$ cat src/rtl/rv32i_types.sv
// Shared rv32i writeback types: entry kinds and the buffered entry layout.
// Used by wb_arbiter (optional WB_RR_ARB_EN) and wb_chan_fifo.
package rv32i_types;

  localparam int WB_XLEN = 32;

  typedef enum logic [2:0] {
    WB_RAW = 3'd0,
    WB_LB  = 3'd1,
    WB_LBU = 3'd2,
    WB_LH  = 3'd3,
    WB_LHU = 3'd4
  } wb_kind_t;

  typedef struct packed {
    logic [4:0]         rd;
    logic [WB_XLEN-1:0] data;
    wb_kind_t           kind;
    logic [1:0]         off;
  } wb_entry_t;

  function automatic logic wb_kind_known(logic [2:0] k);
    return k <= 3'(WB_LHU);
  endfunction

endpackage

$ cat src/rtl/wb_chan_fifo.sv
// Per-channel writeback FIFO: synchronous push/pop, async reset,
// synchronous clear. Callers only push when !full and pop when !empty.
module wb_chan_fifo
  import rv32i_types::*;
#(
  parameter int DEPTH = 2,
  parameter int W     = 8
) (
  input  logic         clk,
  input  logic         rst,
  input  logic         clr,
  input  logic         push,
  input  logic         pop,
  input  logic [W-1:0] wdata,
  output logic [W-1:0] head,
  output logic         full,
  output logic         empty
);

  localparam int AW = $clog2(DEPTH);

  logic [W-1:0]  mem [DEPTH];
  logic [AW-1:0] wp;
  logic [AW-1:0] rp;
  logic [AW:0]   cnt;

  always_ff @(posedge clk) begin
    if (push && !clr) mem[wp] <= wdata;
  end

  always_ff @(posedge clk or posedge rst) begin
    if (rst) begin
      wp  <= '0;
      rp  <= '0;
      cnt <= '0;
    end else if (clr) begin
      wp  <= '0;
      rp  <= '0;
      cnt <= '0;
    end else begin
      if (push) wp <= wp + 1'b1;
      if (pop)  rp <= rp + 1'b1;
      cnt <= cnt + (AW+1)'(push) - (AW+1)'(pop);
    end
  end

  assign head  = mem[rp];
  assign full  = (cnt == (AW+1)'(DEPTH));
  assign empty = (cnt == '0);

endmodule

$ cat src/rtl/wb_arbiter.sv
// Multi-channel writeback stage: per-channel FIFOs, one grant per cycle,
// load extract, registered RF port. WB_RR_ARB_EN selects round-robin.
module wb_arbiter
  import rv32i_types::*;
#(
  parameter int NUM_CH     = 3,
  parameter int FIFO_DEPTH = 2,
  parameter int XLEN       = 32
) (
  input  logic                   clk,
  input  logic                   rst,
  input  logic [NUM_CH-1:0]      in_valid,
  output logic [NUM_CH-1:0]      in_ready,
  input  logic [NUM_CH*5-1:0]    in_rd,
  input  logic [NUM_CH*XLEN-1:0] in_data,
  input  logic [NUM_CH*3-1:0]    in_kind,
  input  logic [NUM_CH*2-1:0]    in_off,
  input  logic                   flush,
  output logic                   rf_we,
  output logic [4:0]             rf_rd,
  output logic [XLEN-1:0]        rf_wdata,
  output logic                   misalign_err,
  output logic                   busy
);

  localparam int EW = 5 + XLEN + 3 + 2;
  localparam int CW = (NUM_CH > 1) ? $clog2(NUM_CH) : 1;

  logic [NUM_CH-1:0] full;
  logic [NUM_CH-1:0] empty;
  logic [NUM_CH-1:0] push;
  logic [NUM_CH-1:0] pop;
  logic [EW-1:0]     head [NUM_CH];
  logic              gnt;
  logic [CW-1:0]     gidx;
  logic [4:0]        s_rd;
  logic [XLEN-1:0]   s_data;
  logic [2:0]        s_kind;
  logic [1:0]        s_off;
  logic [XLEN-1:0]   wdata_n;
  logic              mis_n;
  logic [7:0]        b;
  logic [15:0]       h;

  assign in_ready = ~full;
  assign push     = in_valid & ~full;

  for (genvar c = 0; c < NUM_CH; c++) begin : g_ch
    wb_chan_fifo #(
      .DEPTH (FIFO_DEPTH),
      .W     (EW)
    ) u_fifo (
      .clk   (clk),
      .rst   (rst),
      .clr   (flush),
      .push  (push[c]),
      .pop   (pop[c]),
      .wdata ({in_rd[5*c +: 5], in_data[XLEN*c +: XLEN],
               in_kind[3*c +: 3], in_off[2*c +: 2]}),
      .head  (head[c]),
      .full  (full[c]),
      .empty (empty[c])
    );
    assign pop[c] = gnt && (gidx == CW'(c));
  end

`ifdef WB_RR_ARB_EN
  logic [CW-1:0] ptr;
  int            j;

  // ptr holds the first channel to search this cycle
  always_comb begin
    gnt  = 1'b0;
    gidx = '0;
    j    = 0;
    for (int i = 0; i < NUM_CH; i++) begin
      j = int'(ptr) + i;
      if (j >= NUM_CH) j = j - NUM_CH;
      if (!gnt && !empty[j] && !flush) begin
        gnt  = 1'b1;
        gidx = CW'(j);
      end
    end
  end

  always_ff @(posedge clk or posedge rst) begin
    if (rst) begin
      ptr <= '0;
    end else if (flush) begin
      ptr <= '0;
    end else if (gnt) begin
      ptr <= (gidx == CW'(NUM_CH-1)) ? '0 : gidx + 1'b1;
    end
  end
`else
  always_comb begin
    gnt  = 1'b0;
    gidx = '0;
    for (int i = NUM_CH-1; i >= 0; i--) begin
      if (!empty[i] && !flush) begin
        gnt  = 1'b1;
        gidx = CW'(i);
      end
    end
  end
`endif

  assign {s_rd, s_data, s_kind, s_off} = head[gidx];

  always_comb begin
    b       = s_data[8*s_off +: 8];
    h       = s_data[16*s_off[1] +: 16];
    wdata_n = s_data;
    mis_n   = 1'b0;
    unique case (1'b1)
      (s_kind == WB_LB):
        wdata_n = {{(XLEN-8){b[7]}}, b};
      (s_kind == WB_LBU):
        wdata_n = {{(XLEN-8){1'b0}}, b};
      (s_kind == WB_LH && !s_off[0]):
        wdata_n = {{(XLEN-16){h[15]}}, h};
      (s_kind == WB_LHU && !s_off[0]):
        wdata_n = {{(XLEN-16){1'b0}}, h};
      ((s_kind == WB_LH || s_kind == WB_LHU) && s_off[0]):
        mis_n = 1'b1;
      default: ;
    endcase
  end

  // x0 entries are consumed and registered but never write the RF
  always_ff @(posedge clk or posedge rst) begin
    if (rst) begin
      rf_we        <= 1'b0;
      rf_rd        <= '0;
      rf_wdata     <= '0;
      misalign_err <= 1'b0;
    end else if (gnt) begin
      rf_we        <= (s_rd != 5'd0);
      rf_rd        <= s_rd;
      rf_wdata     <= wdata_n;
      misalign_err <= mis_n;
    end else begin
      rf_we        <= 1'b0;
      misalign_err <= 1'b0;
    end
  end

  assign busy = (|(~empty)) | rf_we;

`ifndef SYNTHESIS
  always @(posedge clk) begin
    if (!rst && gnt)
      assert (wb_kind_known(s_kind))
        else $error("wb_arbiter: unknown writeback kind %0d", s_kind);
  end
`endif

endmodule

$ cat config.mk
export PLATFORM = sky130hd
export DESIGN_NAME = wb_arbiter
export DESIGN_NICKNAME = d
export VERILOG_FILES = /design/src/rtl/rv32i_types.sv /design/src/rtl/wb_chan_fifo.sv /design/src/rtl/wb_arbiter.sv
export SDC_FILE = /design/constraint.sdc
export NUM_CORES = 1
export LEC_CHECK = 0
export BUFFER_PORTS_ARGS = -buffer_cell sky130_fd_sc_hd__buf_2
export CORE_MARGIN = 2
export CORE_UTILIZATION = 50
export DETAILED_ROUTE_END_ITERATION = 8
export PLACE_DENSITY = 0.74
export SYNTH_ARGS = -nofsm -noshare
export SYNTH_HDL_FRONTEND = slang
export SYNTH_SLANG_ARGS = --single-unit
$ cat constraint.sdc
create_clock -name clk -period 3.7 [get_ports clk]
set_input_delay 0.185 -clock clk [delete_from_list [all_inputs] [get_ports clk]]
set_output_delay 0.185 -clock clk [all_outputs]
set_load 0.01 [all_outputs]
# ---- Yosys cells after proc, flatten, opt, wreduce, memory -nomap -nowiden
# Memories as Yosys holds them, arrays and structs flattened.
# Index checks and enable logic that the tools add are counted.
dict set report word_totals {
  register_bits 51
  ramBits 252
  inputBits 132
  wordCells 109
  mem_count 3
}
# memory words width rd rd_ports_with_merged_regs wr line
set memory_table {}
lappend memory_table {{g_ch[0].u_fifo.mem} 2 42 1 0 1 wb_chan_fifo.sv:22} ;# logic [W-1:0] mem [DEPTH];
lappend memory_table {{g_ch[1].u_fifo.mem} 2 42 1 0 1 wb_chan_fifo.sv:22}
lappend memory_table {{g_ch[2].u_fifo.mem} 2 42 1 0 1 wb_chan_fifo.sv:22}
dict set report op_classes {
  add_sub_neg 12
  n_lt_le_gt_ge 1
  n_eq_ne 9
  shift 2
  mux 34
  n_bitwise 5
  n_reduce_logical 30
}
# op count
set op_table {}
lappend op_table {{$pmux 32 s4} 1}
lappend op_table {{$bmux 42 s2} 1}
lappend op_table {{$mux 42} 2}
lappend op_table {{$shiftx 32x6->16} 1}
lappend op_table {{$shiftx 32x6->8} 1}
lappend op_table {{$mux 1} 24}
lappend op_table {{$logic_and 1x1->1} 12}
lappend op_table {{$mux 2} 6}
lappend op_table {{$reduce_bool 2->1} 6}
lappend op_table {{$eq 2x2->1 const B} 4}
lappend op_table {{$logic_not 2->1} 4}
lappend op_table {{$add 1x1->1 const B} 6}
lappend op_table {{$add 2x1->2} 3}
lappend op_table {{$eq 3x2->1 const B} 2}
lappend op_table {{$not 3->3} 2}
lappend op_table {{$sub 2x1->2} 3}
lappend op_table {{$logic_not 1->1} 5}
lappend op_table {{$reduce_bool 5->1} 1}
lappend op_table {{$and 3x3->3} 1}
lappend op_table {{$eq 3x1->1 const B} 1}
lappend op_table {{$eq 3x3->1 const B} 1}
lappend op_table {{$ge 3x3->1 const B} 1}
lappend op_table {{$not 2->3} 1}
lappend op_table {{$reduce_or 3->1} 1}
lappend op_table {{3 further kinds} 3}

# ---- Longest topological paths before layout
dict set report depth {
  ltp_word 15
  ltp_mapped 11
  ltp_nobuf 9
}

# ---- Hierarchy
# Synthesis repeated with hierarchy kept, for this count alone.
dict set report hier_totals {
  cells_unflattened 964
  hier_area_um2 14376.3
}
# module instances cells_each area_each_um2 seq_area_each_um2
set modules_own_cells {}
lappend modules_own_cells {wb_chan_fifo 3 151 3453.3 2622.5}
lappend modules_own_cells {wb_arbiter 1 511 4016.4 975.9}

# ---- Worst setup path after synthesis
# No wires, ideal clock.
dict set report synth_timing {
  kind {in2reg}
  startpoint {input port flush}
  endpoint {memory g_ch[0].u_fifo.mem[0][0] (netlist bit) (enable)}
  t_arrival_ns 3.733
  t_required_ns 3.207
  setup_slack_ns -0.526
  cell_stages 4
  n_path_buf 3
  path_cell_list {clkbuf_1 clkbuf_1 buf_1 nor3_1}
}
dict set report synth_via {
  elab_chain_cells 4
}
# element line
set synth_rtl {}
lappend synth_rtl {{from (decl)} wb_arbiter.sv:18} ;# input logic flush,
lappend synth_rtl {{$logic_not 1->1} wb_chan_fifo.sv:28} ;# if (push && !clr) mem[wp] <= wdata;
lappend synth_rtl {{$logic_and 1x1->1} wb_chan_fifo.sv:28}
lappend synth_rtl {{$mux 1} wb_chan_fifo.sv:28}
lappend synth_rtl {{$mux 1 (not written as such)} wb_chan_fifo.sv:28}
lappend synth_rtl {{to (decl)} wb_chan_fifo.sv:22}
# Every way passes these cells.

# ---- Worst setup path in the final report
dict set report layout_timing {
  startpoint {register g_ch[1].u_fifo.cnt[1]}
  endpoint {register rf_wdata[1]}
}
dict set report layout_via {
  elab_chain_cells 12
  word_cells_on_any_way 21
}
# element line
set layout_rtl {}
lappend layout_rtl {{from (decl)} wb_chan_fifo.sv:25} ;# logic [AW:0] cnt;
lappend layout_rtl {{from (signal assigned)} wb_chan_fifo.sv:43} ;# cnt <= cnt + (AW+1)'(push) - (AW+1)'(pop);
lappend layout_rtl {{$logic_not 2->1 (*)} wb_chan_fifo.sv:49} ;# assign empty = (cnt == '0);
lappend layout_rtl {{$logic_not 1->1 (*)} wb_arbiter.sv:100} ;# if (!empty[i] && !flush) begin
lappend layout_rtl {{$logic_and 1x1->1 (*)} wb_arbiter.sv:100}
lappend layout_rtl {{parallel branches: the longest is 9 deep, another holds $bmux 42 s2} --}
lappend layout_rtl {{to (signal assigned)} wb_arbiter.sv:140} ;# rf_wdata <= wdata_n;
lappend layout_rtl {{to (decl)} wb_arbiter.sv:21} ;# output logic [XLEN-1:0] rf_wdata,
# Mark *: on every way between the ends. The select of a mux whose other input is x is not followed.
# A chain may end at the register's enable or synchronous reset.

==> metrics.txt <==
initial antenna violation count=0; syn_area_per_cell=around 15 um^2; vias in the first global route=approximately 8.7k; DR vias/cell=approximately 5.7; Synth Register Bits=just over 300; Critical Path Source Type=register; n_diodes=0; switching part of the total=36.8%; area grow syn2layout=27.5%; power share of the sequential group=~36%; min Tclk post-route=between 3 and 4 ns; Routed Antenna Nets=0; Worst Slack Setup Final=about 0.54 ns; final design utilization=~65%; P_leak=5.97 nW; FP Rows=slightly below 60; Netlist cell types=56; reg2reg start=g_ch[1].u_fifo.cnt[1]; fin cells=between 1.5k and 2k; Worst Skew=0.0153 ns; Power Dens Cells=roughly 770 nW/um^2; grt total ovfl=0; maximum clock path buffer count=3; Mapped Area=between 10000 and 15000 um^2; FF-to-FF setup slack=0.54 ns; DRT Wirelength=about 33000 um; first-pass GRT wire length=~50000 um; clk_lat worst skew=roughly 0.56 ns; total power=~13 mW; post-CTS setup buffers=0; Hold Crit Class=in2reg; syn_nets=approximately 1.0k; Fin. Hold Viols=0; number of max-cap violations=0; worst slew pin tran=between 1 and 1.5 ns; reg2reg end=rf_wdata[1]; global placement routability congestion=0.905; EDFF count, synth=~250; # H-tree levels=1; Worst Hold End=g_ch[0].u_fifo.wp; outcome=completed; Clk pwr share=23.6%; die width=about 160 um; Die Height=between 150 and 200 um; drt first pass iters=5; dpl hpwl=between 20000 and 25000 um; commonest non-fill, non-tap cell in the layout=edfxtp_1; Worst Hold Launch=in_valid[0]; CP Data Arrival Time=3.60 ns; yosys warns=0; Slew HR=approximately a quarter; layout cells sized above 1=a little under a quarter; worst-path maximum fanout=22; RSZ-0062 raised after global routing=false; initial DRC count=~800; DR WL/cell=about 21 um; Clock transition at path regs=around 0.06 ns; Initial Utilization=between 50% and 60%; Slew Viols, Final=0; Num CTS Buffers=30; Setup TNS=0 ns; PostCTS Resize Cnt=0; internal cell power=about 7.9 mW; Crit Path Category=reg2reg; Core ar.=roughly 25000 um^2; Worst Setup End Kind=register; Max Fclk=around 320 MHz; fin crit share=85.3%; DRC errors left=0; Syn Inst Count=between 800 and 900; Final nets=about 1.3k; Primary FF master, synth=edfxtp_1; post-synthesis sequential area ratio=a little over two thirds; largest net degree at the start of global routing=54; DIE AREA=approximately 27000 um^2; Max rail drop VDD=slightly below 0.4 mV; WHS Path Cells=4; switching power=roughly 4.6 mW; setup violators final=0; GRT Overall Usage=24.3%; pre-CTS setup slack=roughly 0.61 ns; Root Buffer=clkbuf_16; IO Pins=around 180; Placed Cells=1345; most frequent cells in the layout=edfxtp_1, buf_2, mux2i_1, dlygate4sd3_1, nand2_1; vias after detailed routing=8668; Port Buffers=approximately 170; ys async rst share=16.8%; CTS sink cnt=303; Comb power frac=between 40% and 50%; CTS tree=built; cell depth of the worst flop-to-flop path=9; CP required=around 4.2 ns
## critical path, stage by stage, from the launching register on
cell	delay (ns)
dfrtp_1	0.46
nor2_1	0.28
buf_4	0.32
o31ai_1	0.16
a31oi_1	0.45
and4_4	0.37
a211o_1	0.32
buf_4	0.25
o221ai_1	0.13
mux2_2	0.28
## power by group through the flow
stage | sequential (mW) | clock, mW | combinational, mW
2_1_floorplan | 4.62 | 0 | 3.41
3_3_place_gp | 4.63 | 0 | 4.75
3_5_place_dp | 4.64 | 0 | 4.86
4_1_cts | 4.57 | 2.98 | 4.97
5_1_grt | 4.61 | 3.13 | 5.44
6_report | 4.57 | 2.96 | 5.04
## sequential cells by signal, indices dropped and copies added, names as in the netlist
register	flops
g_ch.u_fifo.cnt	6
g_ch.u_fifo.mem	252
g_ch.u_fifo.rp	3
g_ch.u_fifo.wp	3
misalign_err	1
rf_rd	5
rf_wdata	32
rf_we	1
## cells in the mapped netlist (5+ instances only)
| library cell | n | share of area (%) |
|---|---|---|
| nand4_1 | 20 | 0.98 |
| nand3_1 | 11 | 0.43 |
| xor2_1 | 6 | 0.41 |
| o31ai_1 | 20 | 1.2 |
| o22a_1 | 21 | 1.4 |
| a31oi_1 | 40 | 2.0 |
| o21ai_1 | 10 | 0.39 |
| nor2_1 | 47 | 1.4 |
| edfxtp_1 | 252 | 59 |
| mux2_2 | 8 | 0.71 |
| clkbuf_1 | 24 | 0.71 |
| buf_1 | 11 | 0.32 |
| nand2_1 | 59 | 1.7 |
| a21oi_1 | 10 | 0.39 |
| nor3_1 | 28 | 1.1 |
| o21ai_0 | 14 | 0.55 |
| o221a_1 | 5 | 0.44 |
| buf_2 | 19 | 0.75 |
| inv_1 | 14 | 0.41 |
| and3_1 | 5 | 0.25 |
| mux2i_1 | 134 | 11 |
| ha_1 | 6 | 0.59 |
| dfrtp_1 | 51 | 10 |
## how the worst max path moves through the flow
stage | from | endpoint | depth (start not counted)
2_1_floorplan | flush | g_ch[0].u_fifo.mem[0][0] | 4
3_3_place_gp | g_ch[1].u_fifo.cnt[1] | rf_wdata[1] | 8
5_1_grt | g_ch[1].u_fifo.cnt[1] | rf_wdata[1] | 9
4_1_cts | g_ch[1].u_fifo.cnt[1] | rf_wdata[1] | 9
6_report | g_ch[1].u_fifo.cnt[1] | rf_wdata[1] | 9
3_5_place_dp | g_ch[1].u_fifo.cnt[1] | rf_wdata[1] | 8
## logic make-up after synthesis
group | count (synthesis) | share of synthesized area, %
XOR/XNOR | 11 | 0.815
buffers and inverters | 71 | 2.42
adder cells (fa/ha/maj) | 6 | 0.589
multiplexers | 142 | 11.2
AND/OR/NAND/NOR | 196 | 7.56
AO/OA/AOI/OAI | 141 | 8.02
flip-flops | 303 | 69.4
## stage by stage
step | hold WS (ns) | area [um^2]
detailed placement | 0.190 | 14000
global route | 0.0749 | 16300
finish | 0.0459 | 16300
floorplan | 0.284 | 12700
global placement | 0.193 | 14000
CTS | 0.0320 | 16300
## area by class of cell
| class | instances | area (um^2) |
|---|---|---|
| clock buffer | 51 | 901 |
| fill | 1837 | 8850 |
| timing repair buffer | 330 | 2360 |
| inverter | 14 | 52.6 |
| sequential | 303 | 8850 |
| tap | 330 | 413 |
| multi-input combinational | 496 | 3620 |
| clock inverter | 5 | 61.3 |
## metal layers
metal | part of all wire (%) | GRT usage, % | vias to the layer above | routed length (um)
li1 | - | - | 3981 | -
met1 | 40 | 32.0 | 4211 | 13100
met5 | 0 | 0 | - | 0
met2 | 49 | 41.1 | 399 | 15900
met3 | 7.5 | 3.99 | 77 | 2440
met4 | 3.2 | 8.05 | 0 | 1040
## timing repair
action,CTS,global route
setup endpoints to repair,0,0
hold buffers,128,0
endpoints found under the hold margin,271,0
Note: power is estimated with default switching activity, not from simulation.
